<file path="src/rtl/demux12_if.sv">
// Stream bus for demux12: one select-tagged input stream and two valid/ready output channels.
// The per-channel word counters cnt0/cnt1 exist only when DEMUX12_CNT_EN is defined.
interface demux12_if #(
    parameter int Size = 8
);
    logic            in_valid;
    logic            in_ready;
    logic            s;
    logic [Size-1:0] d;
    logic            v0;
    logic            r0;
    logic [Size-1:0] a0;
    logic            v1;
    logic            r1;
    logic [Size-1:0] a1;
`ifdef DEMUX12_CNT_EN
    logic [15:0]     cnt0;
    logic [15:0]     cnt1;
`endif

    // slave is the demultiplexer side, master drives input and consumes outputs
    modport slave (
        input  in_valid, s, d, r0, r1,
`ifdef DEMUX12_CNT_EN
        output cnt0, cnt1,
`endif
        output in_ready, v0, a0, v1, a1
    );

    modport master (
        output in_valid, s, d, r0, r1,
`ifdef DEMUX12_CNT_EN
        input  cnt0, cnt1,
`endif
        input  in_ready, v0, a0, v1, a1
    );
endinterface

</file>
<file path="src/rtl/demux12.sv">
// Registered 1-to-2 stream demultiplexer: each accepted word lands in a 2-entry FIFO per channel.
// Defining DEMUX12_CNT_EN adds 16-bit wrapping accepted-word counters per channel.
module demux12 #(
    parameter int Size = 8
) (
    input logic      clk,
    input logic      rst_n,
    demux12_if.slave bus
);
    logic [1:0]      full;
    logic [1:0]      valid;
    logic [1:0]      push;
    logic [1:0]      pop;
    logic [1:0]      rdy;
    logic [Size-1:0] head [2];
`ifdef DEMUX12_CNT_EN
    logic [15:0]     cnt_w [2];
`endif

    assign rdy = {bus.r1, bus.r0};
    // Ready looks only at the selected channel's registered occupancy, never at r0/r1
    assign bus.in_ready = ~full[bus.s];

    generate
        for (genvar gi = 0; gi < 2; gi++) begin : g_ch
            logic [Size-1:0] mem_q [2];
            logic            wptr_q;
            logic            rptr_q;
            logic [1:0]      occ_q;
            logic [1:0]      occ_d;

            assign push[gi]  = bus.in_valid & bus.in_ready & (bus.s == 1'(gi));
            assign pop[gi]   = valid[gi] & rdy[gi];
            assign valid[gi] = (occ_q != 2'd0);
            assign full[gi]  = (occ_q == 2'd2);
            assign head[gi]  = mem_q[rptr_q];

            always_comb begin
                occ_d = occ_q;
                if (push[gi] && !pop[gi]) begin
                    occ_d = occ_q + 2'd1;
                end else if (pop[gi] && !push[gi]) begin
                    occ_d = occ_q - 2'd1;
                end
            end

            always_ff @(posedge clk) begin
                if (!rst_n) begin
                    mem_q[0] <= '0;
                    mem_q[1] <= '0;
                    wptr_q   <= 1'b0;
                    rptr_q   <= 1'b0;
                    occ_q    <= 2'd0;
                end else begin
                    if (push[gi]) begin
                        mem_q[wptr_q] <= bus.d;
                        wptr_q        <= ~wptr_q;
                    end
                    if (pop[gi]) begin
                        rptr_q <= ~rptr_q;
                    end
                    occ_q <= occ_d;
                end
            end

`ifdef DEMUX12_CNT_EN
            logic [15:0] cnt_q;

            always_ff @(posedge clk) begin
                if (!rst_n) begin
                    cnt_q <= 16'h0000;
                end else if (push[gi]) begin
                    cnt_q <= cnt_q + 16'h0001;
                end
            end

            assign cnt_w[gi] = cnt_q;
`endif
        end
    endgenerate

    assign bus.v0 = valid[0];
    assign bus.a0 = head[0];
    assign bus.v1 = valid[1];
    assign bus.a1 = head[1];
`ifdef DEMUX12_CNT_EN
    assign bus.cnt0 = cnt_w[0];
    assign bus.cnt1 = cnt_w[1];
`endif
endmodule

</file>
<file path="src/flat_wrapper.sv">
// flat-port wrapper written by rule: the top's interface ports become plain ports
module demux12_flat 
#(
    parameter int Size = 8
)
  (clk, rst_n, bus_in_valid, bus_s, bus_d, bus_r0, bus_r1, bus_in_ready, bus_v0, bus_a0, bus_v1, bus_a1);
  demux12_if #(.Size(Size)) bus_i ();
  input logic clk;
  input logic rst_n;
  input wire logic [$bits(bus_i.in_valid)-1:0] bus_in_valid;
  input wire logic [$bits(bus_i.s)-1:0] bus_s;
  input wire logic [$bits(bus_i.d)-1:0] bus_d;
  input wire logic [$bits(bus_i.r0)-1:0] bus_r0;
  input wire logic [$bits(bus_i.r1)-1:0] bus_r1;
  output wire logic [$bits(bus_i.in_ready)-1:0] bus_in_ready;
  output wire logic [$bits(bus_i.v0)-1:0] bus_v0;
  output wire logic [$bits(bus_i.a0)-1:0] bus_a0;
  output wire logic [$bits(bus_i.v1)-1:0] bus_v1;
  output wire logic [$bits(bus_i.a1)-1:0] bus_a1;
  assign bus_i.in_valid = bus_in_valid;
  assign bus_i.s = bus_s;
  assign bus_i.d = bus_d;
  assign bus_i.r0 = bus_r0;
  assign bus_i.r1 = bus_r1;
  assign bus_in_ready = bus_i.in_ready;
  assign bus_v0 = bus_i.v0;
  assign bus_a0 = bus_i.a0;
  assign bus_v1 = bus_i.v1;
  assign bus_a1 = bus_i.a1;
  demux12 #(.Size(Size)) u_core (.clk(clk), .rst_n(rst_n), .bus(bus_i));
endmodule
</file>
<file path="config.mk">
export PLATFORM = sky130hd
export DESIGN_NAME = demux12_flat
export DESIGN_NICKNAME = d
export VERILOG_FILES = /design/src/rtl/demux12_if.sv /design/src/rtl/demux12.sv /design/src/flat_wrapper.sv
export SDC_FILE = /design/constraint.sdc
export NUM_CORES = 1
export LEC_CHECK = 0
export ABC_AREA = 1
export BUFFER_PORTS_ARGS = -buffer_cell sky130_fd_sc_hd__buf_4
export CAP_MARGIN = 10
export CORE_UTILIZATION = 40
export CTS_CLUSTER_DIAMETER = 100
export DETAILED_ROUTE_END_ITERATION = 10
export GPL_ROUTABILITY_DRIVEN = 0
export MAX_ROUTING_LAYER = met4
export PLACE_DENSITY = 0.64
export SLEW_MARGIN = 20
export SYNTH_ARGS = -nofsm -noshare
export SYNTH_HDL_FRONTEND = slang
export SYNTH_SLANG_ARGS = --single-unit
</file>
<file path="constraint.sdc">
create_clock -name clk -period 2.56 [get_ports clk]
set_clock_uncertainty 0.2 [all_clocks]
set_input_delay 0.512 -clock clk [delete_from_list [all_inputs] [get_ports clk]]
set_output_delay 0.512 -clock clk [all_outputs]
set_load 0.03 [all_outputs]
</file>
Word-level counts from Yosys, hierarchy flattened
Memory sizes are Yosys's and may differ from the RTL's. A register that Yosys moved wholly into a read port is not among the register bits.
Index checks and enable logic that the tools add are counted.
{"block": "op_classes", "add_sub_neg": 4, "order_cmp": 1, "n_eq_ne": 2, "mux": 23, "bitwise": 11, "reduce_logical": 14}
{"op": "1-bit two-way mux", "n": 17}
{"op": "8-bit two-way mux", "n": 2}
{"op": "8-bit OR reduction", "n": 2}
{"op": "2-bit two-way mux", "n": 4}
{"op": "2-bit nonzero test", "n": 4}
{"op": "1-bit inverter", "n": 6}
{"op": "1-bit AND", "n": 5}
{"op": "2-bit by 1-bit adder with 2-bit output (second input constant)", "n": 2}
{"op": "2-bit equality test (second input constant)", "n": 2}
{"op": "1-bit logical AND", "n": 4}
{"op": "1-bit zero test", "n": 4}
{"op": "2-bit by 1-bit subtractor with 2-bit output (second input constant)", "n": 2}
{"op": "1-bit by 2-bit less-than comparator with 1-bit output (second input constant)", "n": 1}
{"block": "totals", "regBits": 8, "ramBits": 32, "input_bits": 14, "out_inout_bits": 19, "word_cells": 63, "mem_count": 2}
{"memory": "u_core.g_ch[0].mem_q", "words": 2, "word_bits": 8, "rd": 1, "rd_ports_with_merged_regs": 1, "write_ports": 2, "line_no": "demux12.sv:26", "rtl": "logic [Size-1:0] mem_q [2];"}
{"memory": "u_core.g_ch[1].mem_q", "words": 2, "word_bits": 8, "rd": 1, "rd_ports_with_merged_regs": 1, "write_ports": 2, "line_no": "demux12.sv:26"}

Depth between registers and ports, before layout
Gate-level depths: netlist of the first run.
{"block": "logic_depth", "word_depth": 11, "depth_mapped": 10, "ltp_nobuf": 10}

Worst setup path before layout of the first run
Ideal clock, no wire load.
{"block": "synth_timing", "path_kind": "register -> register", "start": "reg u_core.g_ch[0].occ_q[0]", "end": "reg u_core.g_ch[0].occ_q[1]", "setup_ns": 0.113, "arrival_ns": 1.461, "required_time_ns": 2.247, "slack_ns": 0.786, "path_stages_with_launch": 9, "n_path_buf": 0, "synth_period_minus_slack_ns": 1.774, "path_cell_list": "dfxtp_1 > inv_1 > nand2_1 > nand2_1 > ha_1 > a21oi_1 > o21ai_0 > nor2_1 > nor2_1"}
{"block": "synth_between", "word_cells_on_any_way": 17, "classes_between": "add/sub (2); eq/ne (1); mux (4); bitwise (4); reduce/logical (6)"}
{"element": "start, declared", "line_no": "demux12.sv:29", "rtl": "logic [1:0] occ_q;"}
{"element": "start signal, assigned", "line_no": "demux12.sv:53", "rtl": "occ_q <= 2'd0;"}
{"element": "start signal, assigned", "line_no": "demux12.sv:62", "rtl": "occ_q <= occ_d;"}
{"element": "2-bit nonzero test (*)", "line_no": "demux12.sv:34", "rtl": "assign valid[gi] = (occ_q != 2'd0);"}
{"element": "named net bus_v0", "line_no": "flat_wrapper.sv:16", "rtl": "output wire logic [$bits(bus_i.v0)-1:0] bus_v0;"}
{"element": "1-bit AND (*)", "line_no": "demux12.sv:33", "rtl": "assign pop[gi] = valid[gi] & rdy[gi];"}
{"element": "1-bit zero test", "line_no": "demux12.sv:40", "rtl": "if (push[gi] && !pop[gi]) begin"}
{"element": "1-bit logical AND", "line_no": "demux12.sv:40"}
{"element": "2-bit two-way mux or 2-bit nonzero test (tied branches)"}
The timed path passes the listed nets; every way through them passes the cells marked *. The select of a mux whose other input is x is not followed.
A chain may end at the register's enable or synchronous reset.

==> impl_metrics.env, run 1 <==
export IMPL_ys_ff_latch=42
export IMPL_n_fill_cell=397
export IMPL_p_total_mw=1.715
export IMPL_clockBufferDepth=2
export IMPL_worstHoldStart="u_core.g_ch[1].rptr_q$_SDFFE_PN0P_"
export IMPL_root_buffer="clkbuf_8"
export IMPL_clock_latency_ns=0.28
export IMPL_cts_hold_fix_buffers=0
export IMPL_fmax_mhz=471.9
export IMPL_dr_pass1_iters=4
export IMPL_ant_nets=0
export IMPL_path_clk_slew_ns=0.07
export IMPL_worstSetupStartpointType="flip-flop"
export IMPL_fp_dieW_um=69.51
export IMPL_via_count=1185
export IMPL_start_util_pct=41.87
export IMPL_die_h_um=69.51
export IMPL_rsz0062_at_grt="false"
export IMPL_ys_warn_count=0
export IMPL_yosysUniqueCellTypes=20
export IMPL_holdPathEnd="u_core.g_ch[1].rptr_q$_SDFFE_PN0P_"
export IMPL_hpwl_mm=2.399
export IMPL_slew_limit_headroom_pct=73.77
export IMPL_fin_nets=214
export IMPL_status="finished clean"
export IMPL_drc_errors=0
export IMPL_synth_area_um2=1823
export IMPL_postSynthAreaPerCell_um2=11.18
export IMPL_tns_ns=0
export IMPL_grt_pass1_wl_mm=5.437
export IMPL_grt_pass1_vias=1158
export IMPL_drtIter0Drc=80
export IMPL_post_place_ws_ns=0.5979
export IMPL_cts_setup_buffers=0
export IMPL_grt_max_degree=16
export IMPL_ctsHtreeMaxLevel=2
export IMPL_fin_cells=251
export IMPL_p_per_area_nw_per_um2=784.3
export IMPL_io_pins=33
export IMPL_drive_gt1_share_pct=31.66
export IMPL_setup_violations=0
export IMPL_reg2reg_from="u_core.g_ch[0].occ_q[1]$_SDFFE_PN0P_"
export IMPL_final_hold_viol_count=0
export IMPL_crit_type="reg2out"
export IMPL_portBuffers=32
export IMPL_hp_class="reg2reg"
export IMPL_overflow=0
export IMPL_cts_tree="built"
export IMPL_r2r_slack_ns=0.78
export IMPL_synthesis_nets=179
export IMPL_dieArea_um2=4832
export IMPL_core_area_um2=4354
export IMPL_slew_violations=0
export IMPL_power_leakage_nw=0.9777
export IMPL_antennaDiodeCount=0
export IMPL_cp_arrival_ns=1.41
export IMPL_numCtsBuffers=5
export IMPL_post_drt_via_cell_ratio=4.721
export IMPL_end_kind="output pin"
export IMPL_fin_crit_sh_pct=82.77
export IMPL_routedWlPerCell_um=12.96
export IMPL_rr_endpoint="u_core.g_ch[0].occ_q[1]$_SDFFE_PN0P_"
export IMPL_area_growth_pct=19.97
export IMPL_min_period_ns=2.119
export IMPL_dp_cells=243
export IMPL_worstHoldPathCells=2
export IMPL_setup_slack_ns=0.4411
export IMPL_ir_drop_mv=0.4968
export IMPL_maxCapViolCount=0
export IMPL_max_slew_worst_pin_slew_ns=0.3930
export IMPL_grt_total_usage_pct=15.43
export IMPL_cts_resized=0
export IMPL_drt_wl_total_mm=3.254
export IMPL_synth_seq_area_share_pct=63.69
export IMPL_num_rows=24
export IMPL_required_ns=1.85
export IMPL_cp_max_fo=8
export IMPL_rr_worst_depth=8
export IMPL_cts_sinks=42
export IMPL_grt_antenna_before_repair=0
export IMPL_syn_inst=163
registers in the layout (all words and copies together), names as in the netlist, named ones only:
signal	flops
u_core.g_ch.mem_q	32
u_core.g_ch.occ_q	4
u_core.g_ch.rptr_q	2
u_core.g_ch.wptr_q	2
worst max-delay path by stage:
stage | from | to | slack [ns] | cells after the start
global placement | bus_s | u_core.g_ch[0].occ_q[1]$_SDFFE_PN0P_ | 0.67 | 9
global route | flip-flop | bus_a1[2] | 0.36 | 2
floorplan | u_core.g_ch[0].occ_q[0]$_SDFFE_PN0P_ | u_core.g_ch[0].occ_q[1]$_SDFFE_PN0P_ | 0.79 | 8
detailed placement | bus_s | u_core.g_ch[0].occ_q[1]$_SDFFE_PN0P_ | 0.60 | 9
CTS | flip-flop | bus_a1[2] | 0.43 | 2
finish | flip-flop | bus_a1[2] | 0.44 | 2
cells by family after synthesis:
kind of cell / Yosys count / synth area share [%]
and+or+nand+nor: 62 / 14.96
DFF: 42 / 63.69
buffers and inverters: 25 / 5.560
AOI/OAI and AO/OA: 16 / 4.530
muxes: 16 / 9.883
adders and majority gates: 2 / 1.372
routing by layer:
metal	track usage, %	vias to the layer above	part of all wire [%]	wire length, um
met3	4.506	4	6.1	200
met5	-	-	0	0
met1	17.20	528	43	1403
li1	-	613	-	-
met2	26.00	40	49	1599
met4	6.122	0	1.5	50
Yosys cell counts, drive strengths merged:
| cell | n | area [um2] |
|---|---|---|
| buf | 4 | 22.52 |
| inv | 21 | 78.83 |
| o21ai | 7 | 35.03 |
| mux2 | 16 | 180.2 |
| dfxtp | 10 | 200.2 |
| a21oi | 8 | 40.04 |
| o211ai | 1 | 7.510 |
| nor2 | 37 | 141.4 |
| nand2 | 21 | 93.84 |
| nand3 | 4 | 37.54 |
| edfxtp | 32 | 960.9 |
| ha | 2 | 25.02 |
power breakdown:
part / internal (mW) / switching [mW]
Combinational: 0.183 / 0.286
Sequential: 0.804 / 0.0457
Clock: 0.187 / 0.209
Total: 1.18 / 0.540
cell usage in the layout (no fill, tap or decap), drive strengths merged:
cell | synthesis | layout
nor2 | 37 | 37
buf | 4 | 32
edfxtp | 32 | 32
inv | 21 | 21
nand2 | 21 | 21
mux2 | 16 | 16
dfxtp | 10 | 10
a21oi | 8 | 8
o21ai | 7 | 7
clkbuf | 0 | 6
nand3 | 4 | 4
ha | 2 | 2
clkinv | 0 | 2
o211ai | 1 | 1
critical path, cell delays in order (launching register included):
cell	delay, ns
dfxtp_1	0.56
mux2_2	0.39
buf_4	0.17
cell type report:
| type | instances | area (um2) | area share (%) |
|---|---|---|---|
| sequential | 42 | 1161 | 53.09 |
| timing repair buffer | 32 | 240.2 | 10.98 |
| multi-input combinational | 96 | 560.5 | 25.63 |
| clock inverter | 2 | 8.758 | 0.4005 |
| clock buffer | 6 | 72.57 | 3.318 |
| tap | 52 | 65.06 | 2.975 |
| inverter | 21 | 78.83 | 3.604 |
metrics by stage:
| step | hold WS, ns | utilization, % | instance area (um2) |
|---|---|---|---|
| floorplan | 0.2528 | - | 1823 |
| global placement | 0.2656 | 48.36 | 2106 |
| global route | 0.3325 | 50.23 | 2187 |
| CTS | 0.2808 | 50.23 | 2187 |
| finish | 0.2819 | 50.23 | 2187 |
| detailed placement | 0.2677 | 48.36 | 2106 |
Note: power is estimated with default switching activity, not from simulation.
==> run 2: changes to the inputs <==
--- a/config.mk
+++ b/config.mk
@@ -13,7 +13,7 @@
 export DETAILED_ROUTE_END_ITERATION = 10
 export GPL_ROUTABILITY_DRIVEN = 0
 export MAX_ROUTING_LAYER = met4
-export PLACE_DENSITY = 0.64
+export PLACE_DENSITY = 0.67
 export SLEW_MARGIN = 20
 export SYNTH_ARGS = -nofsm -noshare
 export SYNTH_HDL_FRONTEND = slang
==> constraint.sdc (replaced) <==
create_clock -name clk -period 1.9 [get_ports clk]
set_clock_uncertainty 0.2 [all_clocks]
set_input_delay 0.38 -clock clk [delete_from_list [all_inputs] [get_ports clk]]
set_output_delay 0.38 -clock clk [all_outputs]
set_load 0.03 [all_outputs]
==> run 2 against run 1 <==
  * First-iteration DRC count decreased by 14%
  * Largest cell class unchanged
  * Sequential share of layout area shrank 0.66 points
  * Critical endpoint is now bus_a1[0]
  * Final cell count increased by 1.6%
  * Setup slack worse by 0.39 ns
==> impl_metrics.env, run 2 (same netlist as run 1, synthesis figures left out) <==
export IMPL_grt_pass1_vias=1164
export IMPL_clockBufferDepth=2
export IMPL_overflow=0
export IMPL_numCtsBuffers=5
export IMPL_maxCapViolCount=0
export IMPL_status="finished clean"
export IMPL_grt_max_degree=16
export IMPL_root_buffer="clkbuf_8"
export IMPL_reg_top3="u_core.g_ch.mem_q x32, u_core.g_ch.occ_q x4"
export IMPL_tns_ns=0
export IMPL_largest_reg_flops=32
export IMPL_routedWlPerCell_um=12.21
export IMPL_num_rows=24
export IMPL_clock_latency_ns=0.28
export IMPL_end_kind="output pin"
export IMPL_cp_max_fo=8
export IMPL_core_area_um2=4354
export IMPL_drive_gt1_share_pct=33.99
export IMPL_grt_pass1_wl_mm=5.271
export IMPL_drt_wl_total_mm=3.114
export IMPL_path_clk_slew_ns=0.07
export IMPL_final_hold_viol_count=0
export IMPL_ctsHtreeMaxLevel=2
export IMPL_via_count=1181
export IMPL_worstSetupStartpointType="flip-flop"
export IMPL_hpwl_mm=2.260
export IMPL_drtIter0Drc=69
export IMPL_post_drt_via_cell_ratio=4.631
export IMPL_crit_type="reg2out"
export IMPL_power_leakage_nw=0.9967
export IMPL_slew_violations=0
export IMPL_ir_drop_mv=0.6528
export IMPL_fin_crit_sh_pct=97.10
export IMPL_antennaDiodeCount=0
export IMPL_max_slew_worst_pin_slew_ns=0.3666
export IMPL_portBuffers=32
export IMPL_slew_limit_headroom_pct=75.50
export IMPL_fin_nets=218
export IMPL_grt_total_usage_pct=14.66
export IMPL_die_h_um=69.51
export IMPL_dieArea_um2=4832
export IMPL_fmax_mhz=542.0
export IMPL_p_per_area_nw_per_um2=1043
export IMPL_grt_antenna_before_repair=0
export IMPL_io_pins=33
export IMPL_start_util_pct=41.87
export IMPL_p_total_mw=2.316
export IMPL_drc_errors=0
export IMPL_fp_dieW_um=69.51
export IMPL_setup_violations=0
export IMPL_cts_sinks=42
export IMPL_min_period_ns=1.845
export IMPL_layout_common_cells="nor2_1, buf_4, edfxtp_1, inv_1, nand2_1"
export IMPL_rsz0062_at_grt="false"
export IMPL_ant_nets=0
export IMPL_cts_hold_fix_buffers=0
export IMPL_required_ns=1.32
export IMPL_cp_arrival_ns=1.26
export IMPL_largest_register="u_core.g_ch.mem_q"
export IMPL_area_growth_pct=21.76
export IMPL_cts_tree="built"
export IMPL_dr_pass1_iters=4
export IMPL_hp_class="in2reg"
## run 2: final cells by class
class,count,area [um2]
clock buffers,6,72.57
clock inverters,2,8.758
fillers,390,2135
inverters,21,78.83
multi-input cells,96,560.5
flip-flops and latches,42,1164
well taps,52,65.06
repair buffers,36,270.3
## run 2: final timing paths
path / from / to / slack, ns / cells past startpoint
max: flip-flop / bus_a1[0] / 0.06 / 2
max reg2reg: u_core.g_ch[1].occ_q[0]$_SDFFE_PN0P_ / u_core.g_ch[1].mem_q[1][7]$_SDFFCE_PN0P_ / 0.21 / 6
min: rst_n / u_core.g_ch[0].occ_q[1]$_SDFFE_PN0P_ / 0.22 / 3
min reg2reg: u_core.g_ch[0].rptr_q$_SDFFE_PN0P_ / flip-flop / 0.27 / 2
## run 2: per-layer routing
layer | GRT usage, % | share of wire [%] | vias to the layer above
met2 | 22.44 | 46 | 30
met4 | 5.442 | 1.7 | 0
met5 | - | 0 | -
li1 | - | - | 618
met3 | 4.797 | 5.3 | 5
met1 | 18.16 | 47 | 528
## run 2: metrics by stage
step	cells	setup slack [ns]	hold WS (ns)	area (um2)	util [%]
floorplan	163	0.1261	0.2528	1823	-
global placement	245	0.1394	0.2690	2121	48.71
detailed placement	245	0.1014	0.2745	2121	48.71
CTS	253	0.03314	0.2151	2205	50.63
global route	255	0.001163	0.2432	2220	50.98
finish	255	0.05502	0.2205	2220	50.98
## run 2: worst max-delay path, stage by stage (launching register included)
cell	delay, ns
dfxtp_2	0.44
mux2_2	0.37
buf_4	0.17
## run 2: timing repair
item	4_1_cts	5_1_grt
gates resized for setup	2	0
pin swaps	0	1
endpoints found under the setup margin	16	1
setup buffers	0	2
## run 2: power breakdown
part	internal (mW)	switching, mW	total (mW)
combinational	0.256	0.382	0.638
sequential	1.09	0.0601	1.15
clock	0.252	0.279	0.532
==> run 3: changes to the inputs <==
--- a/config.mk
+++ b/config.mk
@@ -8,13 +8,14 @@
 export ABC_AREA = 1
 export BUFFER_PORTS_ARGS = -buffer_cell sky130_fd_sc_hd__buf_4
 export CAP_MARGIN = 10
-export CORE_UTILIZATION = 40
+export CORE_UTILIZATION = 49
 export CTS_CLUSTER_DIAMETER = 100
 export DETAILED_ROUTE_END_ITERATION = 10
 export GPL_ROUTABILITY_DRIVEN = 0
 export MAX_ROUTING_LAYER = met4
-export PLACE_DENSITY = 0.67
-export SLEW_MARGIN = 20
+export PLACE_DENSITY = 0.78
+export SKIP_CTS_REPAIR_TIMING = 1
+export SLEW_MARGIN = 10
 export SYNTH_ARGS = -nofsm -noshare
 export SYNTH_HDL_FRONTEND = slang
 export SYNTH_SLANG_ARGS = --single-unit
==> run 3 against run 2 <==
  * Final cell count is 2.7% lower
  * Wire length is 0.96% higher
  * First-iteration DRC count is 65% lower
  * Combinational power is 2% higher
  * Sequential cell count stayed put
  * Critical path depth stayed put
==> impl_metrics.env, run 3 (same netlist as run 1, synthesis figures left out) <==
export IMPL_ir_drop_mv=0.7796
export IMPL_rr_endpoint="u_core.g_ch[0].occ_q[1]$_SDFFE_PN0P_"
export IMPL_cts_sinks=42
export IMPL_p_per_area_nw_per_um2=1050
export IMPL_status="finished clean"
export IMPL_via_count=1240
export IMPL_met1_length_mm=1.285
export IMPL_dp_cells=239
export IMPL_utilization_pct=64.49
export IMPL_holdPathEnd="u_core.g_ch[0].occ_q[1]$_SDFFE_PN0P_"
export IMPL_cp_num_buf_inv=1
export IMPL_largest_register="u_core.g_ch.mem_q"
export IMPL_grt_total_usage_pct=18.01
export IMPL_crit_type="reg2out"
export IMPL_fp_dieW_um=63.00
export IMPL_clockBufferDepth=2
export IMPL_drt_wl_total_mm=3.144
export IMPL_clock_latency_ns=0.28
export IMPL_routedWlPerCell_um=12.68
export IMPL_portBuffers=32
export IMPL_ctsHtreeMaxLevel=2
export IMPL_r2r_slack_ns=0.20
export IMPL_fin_nets=217
export IMPL_die_h_um=63.00
export IMPL_worstHoldStart="rst_n"
export IMPL_dr_pass1_iters=4
export IMPL_final_hold_viol_count=0
export IMPL_drc_errors=0
export IMPL_max_slew_worst_pin_slew_ns=0.3520
export IMPL_route_met3_wl_um=190
export IMPL_grt_antenna_before_repair=0
export IMPL_core_area_um2=3442
export IMPL_route_met2_wl_mm=1.622
export IMPL_ant_nets=0
export IMPL_min_period_ns=1.838
export IMPL_largest_reg_flops=32
export IMPL_fin_cells=248
export IMPL_fin_crit_sh_pct=96.75
export IMPL_grt_pass1_wl_mm=5.202
export IMPL_multi_input_area_um2=575.6
export IMPL_maxCapViolCount=0
export IMPL_layout_common_cells="nor2_1, buf_4, edfxtp_1, inv_1"
export IMPL_end_kind="output pin"
export IMPL_top_layer="met4"
export IMPL_cp_max_fo=8
export IMPL_path_clk_slew_ns=0.07
export IMPL_n_fill_cell=288
export IMPL_area_growth_pct=21.76
export IMPL_reg_top3="u_core.g_ch.mem_q x32, u_core.g_ch.occ_q x4"
export IMPL_register_area_um2=1164
export IMPL_hp_class="in2reg"
export IMPL_p_total_mw=2.331
export IMPL_reg2reg_from="u_core.g_ch[0].occ_q[1]$_SDFFE_PN0P_"
export IMPL_overflow=0
export IMPL_rsz0062_at_grt="false"
export IMPL_grt_max_degree=16
export IMPL_num_rows=21
export IMPL_dieArea_um2=3968
export IMPL_setup_violations=0
export IMPL_fmax_mhz=544.0
export IMPL_drtIter0Drc=24
export IMPL_required_ns=1.32
export IMPL_antennaDiodeCount=0
export IMPL_numCtsBuffers=5
export IMPL_hpwl_mm=2.318
export IMPL_crit_chain="mux2_2, buf_4"
export IMPL_drive_gt1_share_pct=34.65
export IMPL_post_drt_via_cell_ratio=5.000
export IMPL_slowest_stage="dfxtp_2"
export IMPL_whs_ns=0.2286
export IMPL_grt_pass1_vias=1205
export IMPL_crit_family="flip-flops"
export IMPL_rr_worst_depth=9
export IMPL_slew_violations=0
export IMPL_worstSetupStartpointType="flip-flop"
export IMPL_layout_commonest_cell="nor2_1"
export IMPL_crit_path_max_incr_delay_ns=0.44
export IMPL_start_util_pct=52.96
export IMPL_cts_tree="built"
export IMPL_root_buffer="clkbuf_8"
export IMPL_slew_limit_headroom_pct=76.48
export IMPL_tns_ns=0
export IMPL_power_leakage_nw=0.9926
export IMPL_io_pins=33
export IMPL_worstHoldPathCells=3
export IMPL_cp_arrival_ns=1.26
-- run 3: cell count changes in the layout (fill, tap and decap cells not counted) --
cell,change
buf_4,-1
ha_1,-1
ha_4,+1
nand2_1,-1
nand2_2,+1
o21ai_0,-1
o21ai_1,+1
-- run 3: power by group --
group	switching, mW	internal [mW]	total (mW)
clock	0.276	0.252	0.528
sequential	0.0634	1.09	1.15
combinational	0.393	0.260	0.653
total	0.732	1.60	2.33
-- run 3: area by class of cell --
class / count / share of cell area [%]
Sequential cell: 42 / 52.42
Multi-Input combinational cell: 96 / 25.93
Timing Repair Buffer: 35 / 11.84
Inverter: 21 / 3.551
Clock buffer: 6 / 3.269
Tap cell: 46 / 2.593
Clock inverter: 2 / 0.3946
-- run 3: through the flow --
stage                     worst slack, ns  cell area [um2]
after floorplan                    0.1261             1823
after global placement             0.1513             2113
after detailed placement          0.05081             2113
after CTS                        -0.08404             2195
after global routing             0.009139             2220
final                             0.06168             2220
-- run 3: worst max path at each step --
| stage | depth (start not counted) | slack, ns | end | from |
|---|---|---|---|---|
| CTS | 2 | -0.08 | bus_a1[6] | flip-flop |
| global route | 2 | 0.009 | bus_a1[6] | flip-flop |
| global placement | 9 | 0.15 | u_core.g_ch[0].occ_q[1]$_SDFFE_PN0P_ | bus_s |
| floorplan | 8 | 0.13 | u_core.g_ch[0].occ_q[1]$_SDFFE_PN0P_ | u_core.g_ch[0].occ_q[0]$_SDFFE_PN0P_ |
| finish | 2 | 0.06 | bus_a1[6] | flip-flop |
| detailed placement | 10 | 0.05 | u_core.g_ch[0].occ_q[1]$_SDFFE_PN0P_ | bus_s |
-- run 3: tightest hold or removal path, delay by kind of cell --
kind / cells / cell delay [ns]
buffers and inverters: 1 / 0.18
AND/OR/NAND/NOR: 2 / 0.12
-- run 3: metal layers --
metal,vias up,GRT usage [%]
li1,615,-
met1,580,18.68
met2,40,31.18
met3,5,5.839
met4,0,7.267
met5,-,-
